--- config.mk ---
export PLATFORM = sky130hd
export DESIGN_NAME = dht11_reader_flat
export DESIGN_NICKNAME = d
export VERILOG_FILES = /design/src/rtl/dht11_reader_if.sv /design/src/rtl/dht11_reader.sv /design/src/flat_wrapper.sv
export SDC_FILE = /design/constraint.sdc
export NUM_CORES = 1
export LEC_CHECK = 0
export BUFFER_PORTS_ARGS = -buffer_cell sky130_fd_sc_hd__buf_2
export CORE_ASPECT_RATIO = 2
export CORE_MARGIN = 2
export CORE_UTILIZATION = 50
export CTS_CLUSTER_SIZE = 25
export DETAILED_ROUTE_END_ITERATION = 8
export PLACE_DENSITY_LB_ADDON = 0.25
export SLEW_MARGIN = 20
export SYNTH_ARGS = -nofsm -noshare
export SYNTH_HDL_FRONTEND = slang
export SYNTH_SLANG_ARGS = --single-unit
--- constraint.sdc ---
create_clock -name clk -period 4.4 [get_ports clk]
set_input_delay 0.44 -clock clk [delete_from_list [all_inputs] [get_ports clk]]
set_output_delay 0.44 -clock clk [all_outputs]
set_load 0.02 [all_outputs]
--- src/rtl/dht11_reader_if.sv ---
// dht11_reader_if -- reading/control bus between a dht11_reader and its consumer.
//   start       : one-cycle read request (consumer -> reader)
//   busy        : reader is mid-transaction
//   data_valid  : sticky, at least one good reading has been captured
//   new_data    : one-cycle pulse, sensor_data takes a new value on the next edge
//   sensor_data : {hum_int, hum_dec, temp_int, temp_dec}
//   chk_err     : one-cycle pulse on checksum mismatch
//   tmo_err     : one-cycle pulse on an edge-wait timeout
interface dht11_reader_if;
  logic        start;
  logic        busy;
  logic        data_valid;
  logic        new_data;
  logic [31:0] sensor_data;
  logic        chk_err;
  logic        tmo_err;

  modport master (
    output start,
    input  busy, data_valid, new_data, sensor_data, chk_err, tmo_err
  );

  modport slave (
    input  start,
    output busy, data_valid, new_data, sensor_data, chk_err, tmo_err
  );
endinterface

--- src/rtl/dht11_reader.sv ---
// dht11_reader -- single-wire DHT11 transaction engine for one sensor.
// Issues the host start pulse, times the sensor response, samples 40 bits
// MSB-first, verifies the 8-bit checksum and presents a 32-bit reading.
// Ports:
//   clk      : system clock
//   reset_n  : synchronous, active-low reset
//   dht_in   : raw pad input (asynchronous, synchronised internally)
//   dht_oe   : 1 = pull the line low, 0 = release
//   bus      : slave side of dht11_reader_if (start/busy/reading/error pulses)
module dht11_reader #(
  parameter int unsigned CLK_FREQ       = 12000000,
  parameter int unsigned START_LOW_US   = 18000,
  parameter int unsigned AUTO_PERIOD_US = 2000000,
  parameter int unsigned BIT_THRESH_US  = 48,
  parameter int unsigned TIMEOUT_US     = 200
) (
  input  logic           clk,
  input  logic           reset_n,
  input  logic           dht_in,
  output logic           dht_oe,
  dht11_reader_if.slave  bus
);

  localparam int unsigned DIV = (CLK_FREQ >= 2000000) ? (CLK_FREQ / 1000000) : 1;
  localparam int unsigned PW  = (DIV > 1) ? $clog2(DIV) : 1;
  localparam logic [PW-1:0] P_LAST   = PW'(DIV - 1);
  localparam logic [20:0]   T_START  = 21'(START_LOW_US);
  localparam logic [20:0]   T_AUTO   = 21'(AUTO_PERIOD_US);
  localparam logic [20:0]   T_THRESH = 21'(BIT_THRESH_US);
  localparam logic [20:0]   T_TMO    = 21'(TIMEOUT_US);

  typedef enum logic [2:0] {
    S_IDLE, S_START_LOW, S_WAIT_RESP, S_RESP_LOW,
    S_RESP_HIGH, S_BIT_LOW, S_BIT_HIGH, S_CHECK
  } state_t;

  state_t        state_q, state_d;
  logic          sync1_q, line_q, line_prev_q;
  logic [PW-1:0] presc_q, presc_d;
  logic [20:0]   us_q, us_d;
  logic [39:0]   shreg_q, shreg_d;
  logic [5:0]    bit_cnt_q, bit_cnt_d;
  logic [31:0]   data_q, data_d;
  logic          valid_q, valid_d;

  logic          tick, rise, fall, timed_wait, tmo_hit, auto_fire, bit_val, sum_ok;
  logic [20:0]   us_inc;
  logic [7:0]    byte_sum;

  assign tick = (presc_q == P_LAST);
  // Limits are compared against the count this cycle's tick produces, so a
  // state lasting N us leaves after exactly N*DIV cycles and bit high times
  // measure at their true length despite the synchroniser latency.
  assign us_inc = (tick && (us_q != '1)) ? us_q + 21'd1 : us_q;
  assign rise   = line_q & ~line_prev_q;
  assign fall   = ~line_q & line_prev_q;

  assign timed_wait = (state_q == S_WAIT_RESP) || (state_q == S_RESP_LOW) ||
                      (state_q == S_RESP_HIGH) || (state_q == S_BIT_LOW)  ||
                      (state_q == S_BIT_HIGH);
  assign tmo_hit   = timed_wait && (us_inc >= T_TMO);
  assign auto_fire = (AUTO_PERIOD_US != 0) && (us_inc >= T_AUTO);
  assign bit_val   = (us_inc > T_THRESH);
  assign byte_sum  = shreg_q[39:32] + shreg_q[31:24] + shreg_q[23:16] + shreg_q[15:8];
  assign sum_ok    = (byte_sum == shreg_q[7:0]);

  // State register
  always_ff @(posedge clk) begin
    if (!reset_n) state_q <= S_IDLE;
    else          state_q <= state_d;
  end

  // Next-state logic
  always_comb begin
    state_d = state_q;
    case (state_q)
      S_IDLE:      if (bus.start || auto_fire) state_d = S_START_LOW;
      S_START_LOW: if (us_inc >= T_START) state_d = S_WAIT_RESP;
      S_WAIT_RESP: if (tmo_hit) state_d = S_IDLE; else if (fall) state_d = S_RESP_LOW;
      S_RESP_LOW:  if (tmo_hit) state_d = S_IDLE; else if (rise) state_d = S_RESP_HIGH;
      S_RESP_HIGH: if (tmo_hit) state_d = S_IDLE; else if (fall) state_d = S_BIT_LOW;
      S_BIT_LOW:   if (tmo_hit) state_d = S_IDLE; else if (rise) state_d = S_BIT_HIGH;
      S_BIT_HIGH: begin
        if (tmo_hit)   state_d = S_IDLE;
        else if (fall) state_d = (bit_cnt_q == 6'd39) ? S_CHECK : S_BIT_LOW;
      end
      S_CHECK:     state_d = S_IDLE;
      default:     state_d = S_IDLE;
    endcase
  end

  // Outputs
  always_comb begin
    dht_oe          = (state_q == S_START_LOW);
    bus.busy        = (state_q != S_IDLE);
    bus.new_data    = (state_q == S_CHECK) && sum_ok;
    bus.chk_err     = (state_q == S_CHECK) && !sum_ok;
    bus.tmo_err     = tmo_hit;
    bus.data_valid  = valid_q;
    bus.sensor_data = data_q;
  end

  // Timebase, shift register and reading registers
  always_comb begin
    presc_d   = tick ? '0 : presc_q + 1'b1;
    us_d      = us_inc;
    shreg_d   = shreg_q;
    bit_cnt_d = bit_cnt_q;
    data_d    = data_q;
    valid_d   = valid_q;
    if (state_d != state_q) begin
      presc_d = '0;
      us_d    = '0;
    end
    case (state_q)
      S_RESP_HIGH: begin
        shreg_d   = '0;
        bit_cnt_d = '0;
      end
      S_BIT_HIGH: begin
        if (fall && !tmo_hit) begin
          shreg_d   = {shreg_q[38:0], bit_val};
          bit_cnt_d = bit_cnt_q + 6'd1;
        end
      end
      S_CHECK: begin
        if (sum_ok) begin
          data_d  = shreg_q[39:8];
          valid_d = 1'b1;
        end
      end
      default: ;
    endcase
  end

  always_ff @(posedge clk) begin
    if (!reset_n) begin
      // Line idles high; starting the synchroniser high avoids a phantom edge.
      sync1_q     <= 1'b1;
      line_q      <= 1'b1;
      line_prev_q <= 1'b1;
      presc_q     <= '0;
      us_q        <= '0;
      shreg_q     <= '0;
      bit_cnt_q   <= '0;
      data_q      <= '0;
      valid_q     <= 1'b0;
    end else begin
      sync1_q     <= dht_in;
      line_q      <= sync1_q;
      line_prev_q <= line_q;
      presc_q     <= presc_d;
      us_q        <= us_d;
      shreg_q     <= shreg_d;
      bit_cnt_q   <= bit_cnt_d;
      data_q      <= data_d;
      valid_q     <= valid_d;
    end
  end

endmodule

--- src/flat_wrapper.sv ---
// flat-port wrapper written by rule: the top's interface ports become plain ports
module dht11_reader_flat 
#(
  parameter int unsigned CLK_FREQ       = 12000000,
  parameter int unsigned START_LOW_US   = 18000,
  parameter int unsigned AUTO_PERIOD_US = 2000000,
  parameter int unsigned BIT_THRESH_US  = 48,
  parameter int unsigned TIMEOUT_US     = 200
)
  (clk, reset_n, dht_in, dht_oe, bus_start, bus_busy, bus_data_valid, bus_new_data, bus_sensor_data, bus_chk_err, bus_tmo_err);
  dht11_reader_if bus_i ();
  input  logic clk;
  input  logic reset_n;
  input  logic dht_in;
  output logic dht_oe;
  input wire logic [$bits(bus_i.start)-1:0] bus_start;
  output wire logic [$bits(bus_i.busy)-1:0] bus_busy;
  output wire logic [$bits(bus_i.data_valid)-1:0] bus_data_valid;
  output wire logic [$bits(bus_i.new_data)-1:0] bus_new_data;
  output wire logic [$bits(bus_i.sensor_data)-1:0] bus_sensor_data;
  output wire logic [$bits(bus_i.chk_err)-1:0] bus_chk_err;
  output wire logic [$bits(bus_i.tmo_err)-1:0] bus_tmo_err;
  assign bus_i.start = bus_start;
  assign bus_busy = bus_i.busy;
  assign bus_data_valid = bus_i.data_valid;
  assign bus_new_data = bus_i.new_data;
  assign bus_sensor_data = bus_i.sensor_data;
  assign bus_chk_err = bus_i.chk_err;
  assign bus_tmo_err = bus_i.tmo_err;
  dht11_reader #(.CLK_FREQ(CLK_FREQ), .START_LOW_US(START_LOW_US), .AUTO_PERIOD_US(AUTO_PERIOD_US), .BIT_THRESH_US(BIT_THRESH_US), .TIMEOUT_US(TIMEOUT_US)) u_core (.clk(clk), .reset_n(reset_n), .dht_in(dht_in), .dht_oe(dht_oe), .bus(bus_i));
endmodule
==> results of run 1 <==
[sequential cells by signal, summed over array words and instances, names as in the netlist]
| name | cells |
|---|---|
| u_core.state_q | 3 |
| u_core.sync1_q | 1 |
| u_core.bus.data_valid | 1 |
| u_core.bus.sensor_data | 32 |
| u_core.bit_cnt_q | 6 |
| u_core.shreg_q | 40 |
| u_core.line_prev_q | 1 |
| u_core.us_q | 21 |
| u_core.line_q | 1 |
| u_core.presc_q | 4 |
[final cells by class]
| cell class | count | area share, % |
|---|---|---|
| inverter | 8 | 0.441 |
| multi-input combinational | 479 | 54.7 |
| sequential | 110 | 32.4 |
| tap | 147 | 2.70 |
| clock inverter | 6 | 1.12 |
| clock buffer | 10 | 3.51 |
| timing repair buffer | 57 | 5.15 |
[cells by family after synthesis]
kind of cell,share of synthesized area [%]
and+or+nand+nor,27.8
adders and majority gates,6.64
xor gates and xnor gates,5.02
muxes,13.0
buffers and inverters,3.61
AOI/OAI and AO/OA,7.83
DFF,36.1
[through the flow]
step	worst slack (ns)	util (%)
after global placement	0.407	53.3
after global routing	0.00369	56.4
after CTS	0.0489	56.1
after floorplan	0.277	-
final	0.170	56.4
after detailed placement	0.337	53.3
[path summary, 6_finish.rpt]
path / end / cells after the start
worst min register to register: u_core.line_q$_SDFF_PN1_ / 1
worst max-delay path: bus_new_data / 13
worst max register to register: u_core.bus.sensor_data[0]$_SDFFE_PN0P_ / 16
worst min-delay path: u_core.sync1_q$_SDFF_PN1_ / 2
[critical path: cells and delay by family, from the launching register on]
kind	cells	cell delay (ns)
AND/OR/NAND/NOR	3	0.49
flip-flops	1	0.35
XOR/XNOR	1	0.15
AO/OA/AOI/OAI	3	0.46
buffers and inverters	2	0.32
adder cells (fa/ha/maj)	4	1.68
[placed cells by master, fill, tap and decap left out, types with 10 or more instances in the layout]
master	count
sky130_fd_sc_hd__ha_1	10
sky130_fd_sc_hd__nor3b_1	14
sky130_fd_sc_hd__fa_1	14
sky130_fd_sc_hd__nand2_1	21
sky130_fd_sc_hd__nand3_1	17
sky130_fd_sc_hd__and2_1	44
sky130_fd_sc_hd__buf_2	41
sky130_fd_sc_hd__xor2_1	11
sky130_fd_sc_hd__a21oi_1	15
sky130_fd_sc_hd__dfxtp_1	110
sky130_fd_sc_hd__mux2i_1	76
sky130_fd_sc_hd__buf_4	14
sky130_fd_sc_hd__nor3_1	23
sky130_fd_sc_hd__nor2_1	19
sky130_fd_sc_hd__xnor2_1	24
sky130_fd_sc_hd__nor2b_1	75
[routing by layer]
metal	up-vias	track usage [%]	share of wire, %
met5	-	0	0
met4	0	11.4	3.9
met3	36	2.60	1.8
met2	84	42.8	58
met1	2238	21.4	36
li1	2294	-	-
[timing repair]
action	in CTS	in global routing
cloned	0	0
pin swaps	2	2
setup buffers	1	5
resized for setup	1	1
hold buffers	0	0
setup endpoints to repair	1	1
[power groups by stage]
stage	Clock (mW)	Sequential, mW	Combinational, mW
finish	0.859	1.00	0.0436
global route	0.921	1.00	0.0471
CTS	0.881	1.00	0.0439
detailed placement	0	1.02	0.0437
global placement	0	1.02	0.0432
floorplan	0	1.02	0.0367
==> impl_metrics.py, run 1 <==
metrics = {
    "run_status": {
        "status": "finished, final reports clean",
    },
    "place": {
        "post_place_cell_area_mm2": 0.00643,
        "dp.cells": 795,
        "dp_hpwl_um": 10400,
        "io_buffer_count": 41,
        "finalWeightedCongestion": 0.920,
    },
    "power_and_ir_drop": {
        "net-switching-power_uw": 420,
        "combPwrFrac_pct": 2.3,
        "seq_power_share_pct": 52.6,
        "cellPowerDensity_mw_per_mm2": 280,
        "clkPwrFrac_pct": 45.1,
        "sw_frac_of_total_pct": 22.0,
        "p_int_mw": 1.48,
        "fin_total_pwr_mw": 1.90,
        "leakagePower_nw": 2.53,
        "vdd_drop_max_uv": 274,
    },
    "synthesis": {
        "yosys.cell_count.top_type": "sky130_fd_sc_hd__dfxtp_1",
        "synthesis.area_mm2": 0.00610,
        "post-synth-top-area-cell": "sky130_fd_sc_hd__dfxtp_1",
        "synthTopCellsByArea": "sky130_fd_sc_hd__dfxtp_1, sky130_fd_sc_hd__mux2i_1, sky130_fd_sc_hd__nor2b_1",
        "synthArstFlopShare_pct": 0,
        "yosysWarnings": 0,
        "synth-edff-count": 0,
        "synth_cells": 633,
        "synth_nets": 661,
        "post_synth.cell_area_avg_um2": 9.64,
        "synth.lib_cells_used.distinct": 69,
        "synth-seq-cells": 110,
        "yosysSeqAreaShare_pct": 36.1,
        "ys.flop_type": "sky130_fd_sc_hd__dfxtp_1",
        "area_share_of_the_leading_cell_type_in_the_synthesized_netlist_pct": 36.1,
        "ys_top_cells_by_count": "sky130_fd_sc_hd__dfxtp_1, sky130_fd_sc_hd__mux2i_1, sky130_fd_sc_hd__nor2b_1",
    },
    "floorplanning": {
        "floorplan.io_pins": 42,
        "die_area_mm2": 0.0132,
        "die_x_extent_um": 82.1,
        "initial_utilization_pct": 50.6,
        "core.rowCount": 57,
        "floorplan.die.height_um": 160,
        "coreArea_mm2": 0.0121,
    },
    "timing": {
        "fin_worst_hold_slack_ns": 0.282,
        "period_share_pct": 96.1,
        "finalSetupViolCount": 0,
        "tightestPinTransition_ns": 0.656,
        "finalHoldViolations": 0,
        "final_period_minus_worst_setup_slack_ns": 4.23,
        "finalMaxSlewViolations": 0,
        "setup_repair_after_global_routing_missed_its_margin": "no",
        "fin_worst_skew_ns": 0.00898,
        "final.setup.tns_ns": 0,
        "max_slew_margin_pct": 56.2,
        "maximum_frequency_from_static_timing_analysis_ghz": 0.236,
    },
    "job": {
        "maxCapViolations": 0,
    },
    "global_route": {
        "global_route.usage.total_pct": 22.1,
        "grt_pass1_vias": 4747,
        "grt_pass1_wl_um": 22500,
        "congestion_overflow_gr": 0,
        "antenna_found_initial": 0,
        "grt_start_max_net_pins": 83,
    },
    "final_layout": {
        "ff_latch_area_mm2": 0.00220,
        "num_antenna_cells": 0,
        "syn_to_final_growth_pct": 11.5,
        "stdcell_area_mm2": 0.00680,
        "post_route_cells_drive_above_1_share_pct": 14.8,
        "multi_input_area_mm2": 0.00372,
        "layout.nets": 693,
        "fillCellCount": 1082,
        "number_of_standard_cells_in_the_final_layout_excluding_fillers": 817,
    },
    "setup_path": {
        "critical_path_class": "flip-flop to output pin",
        "worst_setup_path_startpoint": "u_core.shreg_q[9]$_SDFFE_PN0P_",
        "master_of_the_slowest_instance_on_the_critical_path": "sky130_fd_sc_hd__fa_1",
        "timing.reg2reg.setup_slack_ns": 0.33,
        "critPathMostFrequentCell": "sky130_fd_sc_hd__fa_1",
        "crit_path_cell_trace": "fa_1 -> fa_1 -> ha_1 -> fa_1 -> a21oi_1 -> nor2_1 -> nor2_2 -> o21bai_1 -> a21oi_1 -> xnor2_1 -> nor4_4 -> buf_12 -> buf_2",
        "timing.critical_path.arrival_ns": 3.79,
        "critPathMaxStageDelay_ns": 0.58,
        "timing.critical_path.from_type": "flip-flop",
        "end_kind": "output pin",
        "timing.rr.start": "u_core.shreg_q[9]$_SDFFE_PN0P_",
        "crit_fanout": 7,
        "timing.critical_path.required_ns": 3.96,
    },
    "drt": {
        "detailroute.via_count": 4652,
        "routedWlPerCell_um": 17.1,
        "drt_iter0_drc": 187,
        "routed_wirelength_um": 13900,
        "detail_route.vias_per_cell": 5.69,
        "detail-route-antenna-nets": 0,
        "number_of_remaining_drc_errors": 0,
        "first_pass_iters": 4,
    },
    "clock_network": {
        "clockRootBuffer": "sky130_fd_sc_hd__clkbuf_16",
        "clock_path_buffers": 2,
        "cts_sinks": 110,
        "clkTransAtPathRegs_ns": 0.08,
        "clock_tree.htree_level_count": 3,
        "cts_buffer_count": 9,
        "tritoncts": "done",
        "clk-insertion-delay-late_ns": 0.35,
    },
    "worst_hold_path": {
        "hold_path.startpoint": "dht_in",
        "hp-class": "input port to flip-flop",
    },
}
Note: power is estimated with default switching activity, not from simulation.
==> inputs of run 2 (changes only) <==
--- a/config.mk
+++ b/config.mk
@@ -5,13 +5,14 @@
 export SDC_FILE = /design/constraint.sdc
 export NUM_CORES = 1
 export LEC_CHECK = 0
+export ABC_AREA = 0
 export BUFFER_PORTS_ARGS = -buffer_cell sky130_fd_sc_hd__buf_2
 export CORE_ASPECT_RATIO = 2
 export CORE_MARGIN = 2
-export CORE_UTILIZATION = 50
+export CORE_UTILIZATION = 55
 export CTS_CLUSTER_SIZE = 25
 export DETAILED_ROUTE_END_ITERATION = 8
-export PLACE_DENSITY_LB_ADDON = 0.25
+export PLACE_DENSITY = 0.79
 export SLEW_MARGIN = 20
 export SYNTH_ARGS = -nofsm -noshare
 export SYNTH_HDL_FRONTEND = slang
==> impl_metrics.py, run 2 (same netlist as run 1, synthesis figures left out) <==
metrics = {
    "run_status": {
        "status": "finished, final reports clean",
    },
    "setup_path": {
        "critical_path.endpoint": "bus_new_data",
        "crit_fanout": 4,
        "worst_setup_path_startpoint": "u_core.shreg_q[9]$_SDFFE_PN0P_",
        "timing.reg2reg.setup_slack_ns": 0.16,
        "timing.critical_path.from_type": "flip-flop",
        "end_kind": "output pin",
        "timing.rr.start": "u_core.shreg_q[9]$_SDFFE_PN0P_",
        "timing.critical_path.required_ns": 3.96,
        "reg2reg_to": "u_core.bus.sensor_data[1]$_SDFFE_PN0P_",
        "critical_path_class": "flip-flop to output pin",
        "r2r.worst_path.cells": 14,
        "timing.critical_path.arrival_ns": 3.85,
    },
    "floorplanning": {
        "coreArea_mm2": 0.0109,
        "die_x_extent_um": 78.5,
        "floorplan.io_pins": 42,
        "initial_utilization_pct": 56.1,
        "core.rowCount": 54,
        "die_area_mm2": 0.0120,
        "floorplan.die.height_um": 153,
    },
    "final_layout": {
        "post-route-util_pct": 61.7,
        "largest_register": "u_core.shreg_q",
        "layout.nets": 685,
        "number_of_standard_cells_in_the_final_layout_excluding_fillers": 802,
        "post_route_cells_drive_above_1_share_pct": 13.9,
        "final_cell_mix": "sky130_fd_sc_hd__dfxtp_1, sky130_fd_sc_hd__mux2i_1, sky130_fd_sc_hd__nor2b_1, sky130_fd_sc_hd__and2_1, sky130_fd_sc_hd__buf_2",
        "num_antenna_cells": 0,
        "mostFrequentLayoutCell": "sky130_fd_sc_hd__dfxtp_1",
        "largest_register_ff_count": 40,
        "syn_to_final_growth_pct": 9.90,
    },
    "timing": {
        "tightestPinTransition_ns": 0.814,
        "fin_worst_skew_ns": 0.00954,
        "max_slew_margin_pct": 45.0,
        "finalHoldViolations": 0,
        "period_share_pct": 97.4,
        "finalMaxSlewViolations": 0,
        "finalSetupViolCount": 0,
        "maximum_frequency_from_static_timing_analysis_ghz": 0.233,
        "final_critical_path_setup_slack_ns": 0.113,
        "final_period_minus_worst_setup_slack_ns": 4.29,
        "final.setup.tns_ns": 0,
    },
    "global_route": {
        "congestion_overflow_gr": 0,
        "use_met2_pct": 47.5,
        "grt_use_met1_pct": 24.1,
        "global_route.usage.total_pct": 24.7,
        "grt.busiest_layer": "met2",
        "antenna_found_initial": 0,
        "grt_pass1_wl_um": 23400,
        "grt_util_met3_pct": 2.83,
        "grt_pass1_vias": 4866,
        "grt_start_max_net_pins": 45,
    },
    "drt": {
        "detailroute.via_count": 4687,
        "drt_iter0_drc": 211,
        "routed_wirelength_um": 14200,
        "routedWlPerCell_um": 17.7,
        "number_of_remaining_drc_errors": 0,
        "detail_route.vias_per_cell": 5.84,
        "first_pass_iters": 4,
        "detail-route-antenna-nets": 0,
    },
    "clock_network": {
        "clock_tree.htree_level_count": 3,
        "cts_sinks": 110,
        "ctsHoldBuffers": 0,
        "clockRootBuffer": "sky130_fd_sc_hd__clkbuf_16",
        "clk-insertion-delay-late_ns": 0.36,
        "tritoncts": "done",
        "clock_path_buffers": 2,
        "cts_buffer_count": 9,
        "clkTransAtPathRegs_ns": 0.08,
    },
    "power_and_ir_drop": {
        "cellPowerDensity_mw_per_mm2": 276,
        "vdd_drop_max_uv": 207,
        "leakagePower_nw": 2.47,
        "fin_total_pwr_mw": 1.85,
    },
    "place": {
        "dp_hpwl_um": 10400,
        "dp.cells": 785,
        "place_ws_ns": 0.311,
        "io_buffer_count": 41,
        "finalWeightedCongestion": 0.934,
    },
    "worst_hold_path": {
        "hp-class": "input port to flip-flop",
    },
    "job": {
        "maxCapViolations": 0,
    },
}
run 2: how the worst min path moves through the flow:
stage | from | endpoint | depth (start not counted)
final | dht_in | u_core.sync1_q$_SDFF_PN1_ | 2
after global routing | dht_in | u_core.sync1_q$_SDFF_PN1_ | 2
after CTS | dht_in | u_core.sync1_q$_SDFF_PN1_ | 2
after detailed placement | u_core.sync1_q$_SDFF_PN1_ | u_core.line_q$_SDFF_PN1_ | 1
after global placement | u_core.sync1_q$_SDFF_PN1_ | u_core.line_q$_SDFF_PN1_ | 1
after floorplan | u_core.sync1_q$_SDFF_PN1_ | u_core.line_q$_SDFF_PN1_ | 1
run 2: layout make-up:
type | instances | area, um^2
clock buffers | 9 | 225
clock inverters | 7 | 66.3
fillers | 912 | 4170
inverters | 8 | 30.0
multi-input cells | 479 | 3710
flip-flops and latches | 110 | 2200
well taps | 140 | 175
repair buffers | 49 | 294
run 2: what timing repair did:
item                                    in CTS  in global routing
endpoints found under the hold margin        0                  0
buffers inserted                             1                  0
endpoints found under the setup margin       1                 24
pin swaps                                    0                  1
gates resized for setup                      1                  3
run 2: metrics by stage:
step	instance area (um^2)	hold slack (ns)
2_1_floorplan	6100	0.386
5_1_grt	6710	0.284
6_report	6710	0.261
3_3_place_gp	6390	0.415
4_1_cts	6700	0.260
3_5_place_dp	6390	0.432
run 2: metal layers:
layer	wire (um)	part of all wire, %	vias up
met5	0	0	-
met4	799	5.6	0
met3	288	2.0	46
met2	8090	57	101
met1	5040	35	2274
li1	-	-	2266
run 2: worst max-delay path, stage by stage, from the launching register on:
cell,delay [ns]
sky130_fd_sc_hd__dfxtp_1,0.37
sky130_fd_sc_hd__fa_1,0.58
sky130_fd_sc_hd__fa_1,0.42
sky130_fd_sc_hd__ha_1,0.24
sky130_fd_sc_hd__fa_1,0.43
sky130_fd_sc_hd__xnor2_1,0.16
sky130_fd_sc_hd__xnor2_1,0.17
sky130_fd_sc_hd__nor4_2,0.41
sky130_fd_sc_hd__nand3_1,0.19
sky130_fd_sc_hd__nor4_2,0.22
sky130_fd_sc_hd__buf_6,0.14
sky130_fd_sc_hd__buf_2,0.15
run 2: power breakdown:
group / leakage, nW / internal, mW / switching [mW]
registers: 0.887 / 0.998 / 0.00353
logic: 1.45 / 0.0183 / 0.0246
clock network: 0.138 / 0.398 / 0.406
total: 2.47 / 1.41 / 0.434
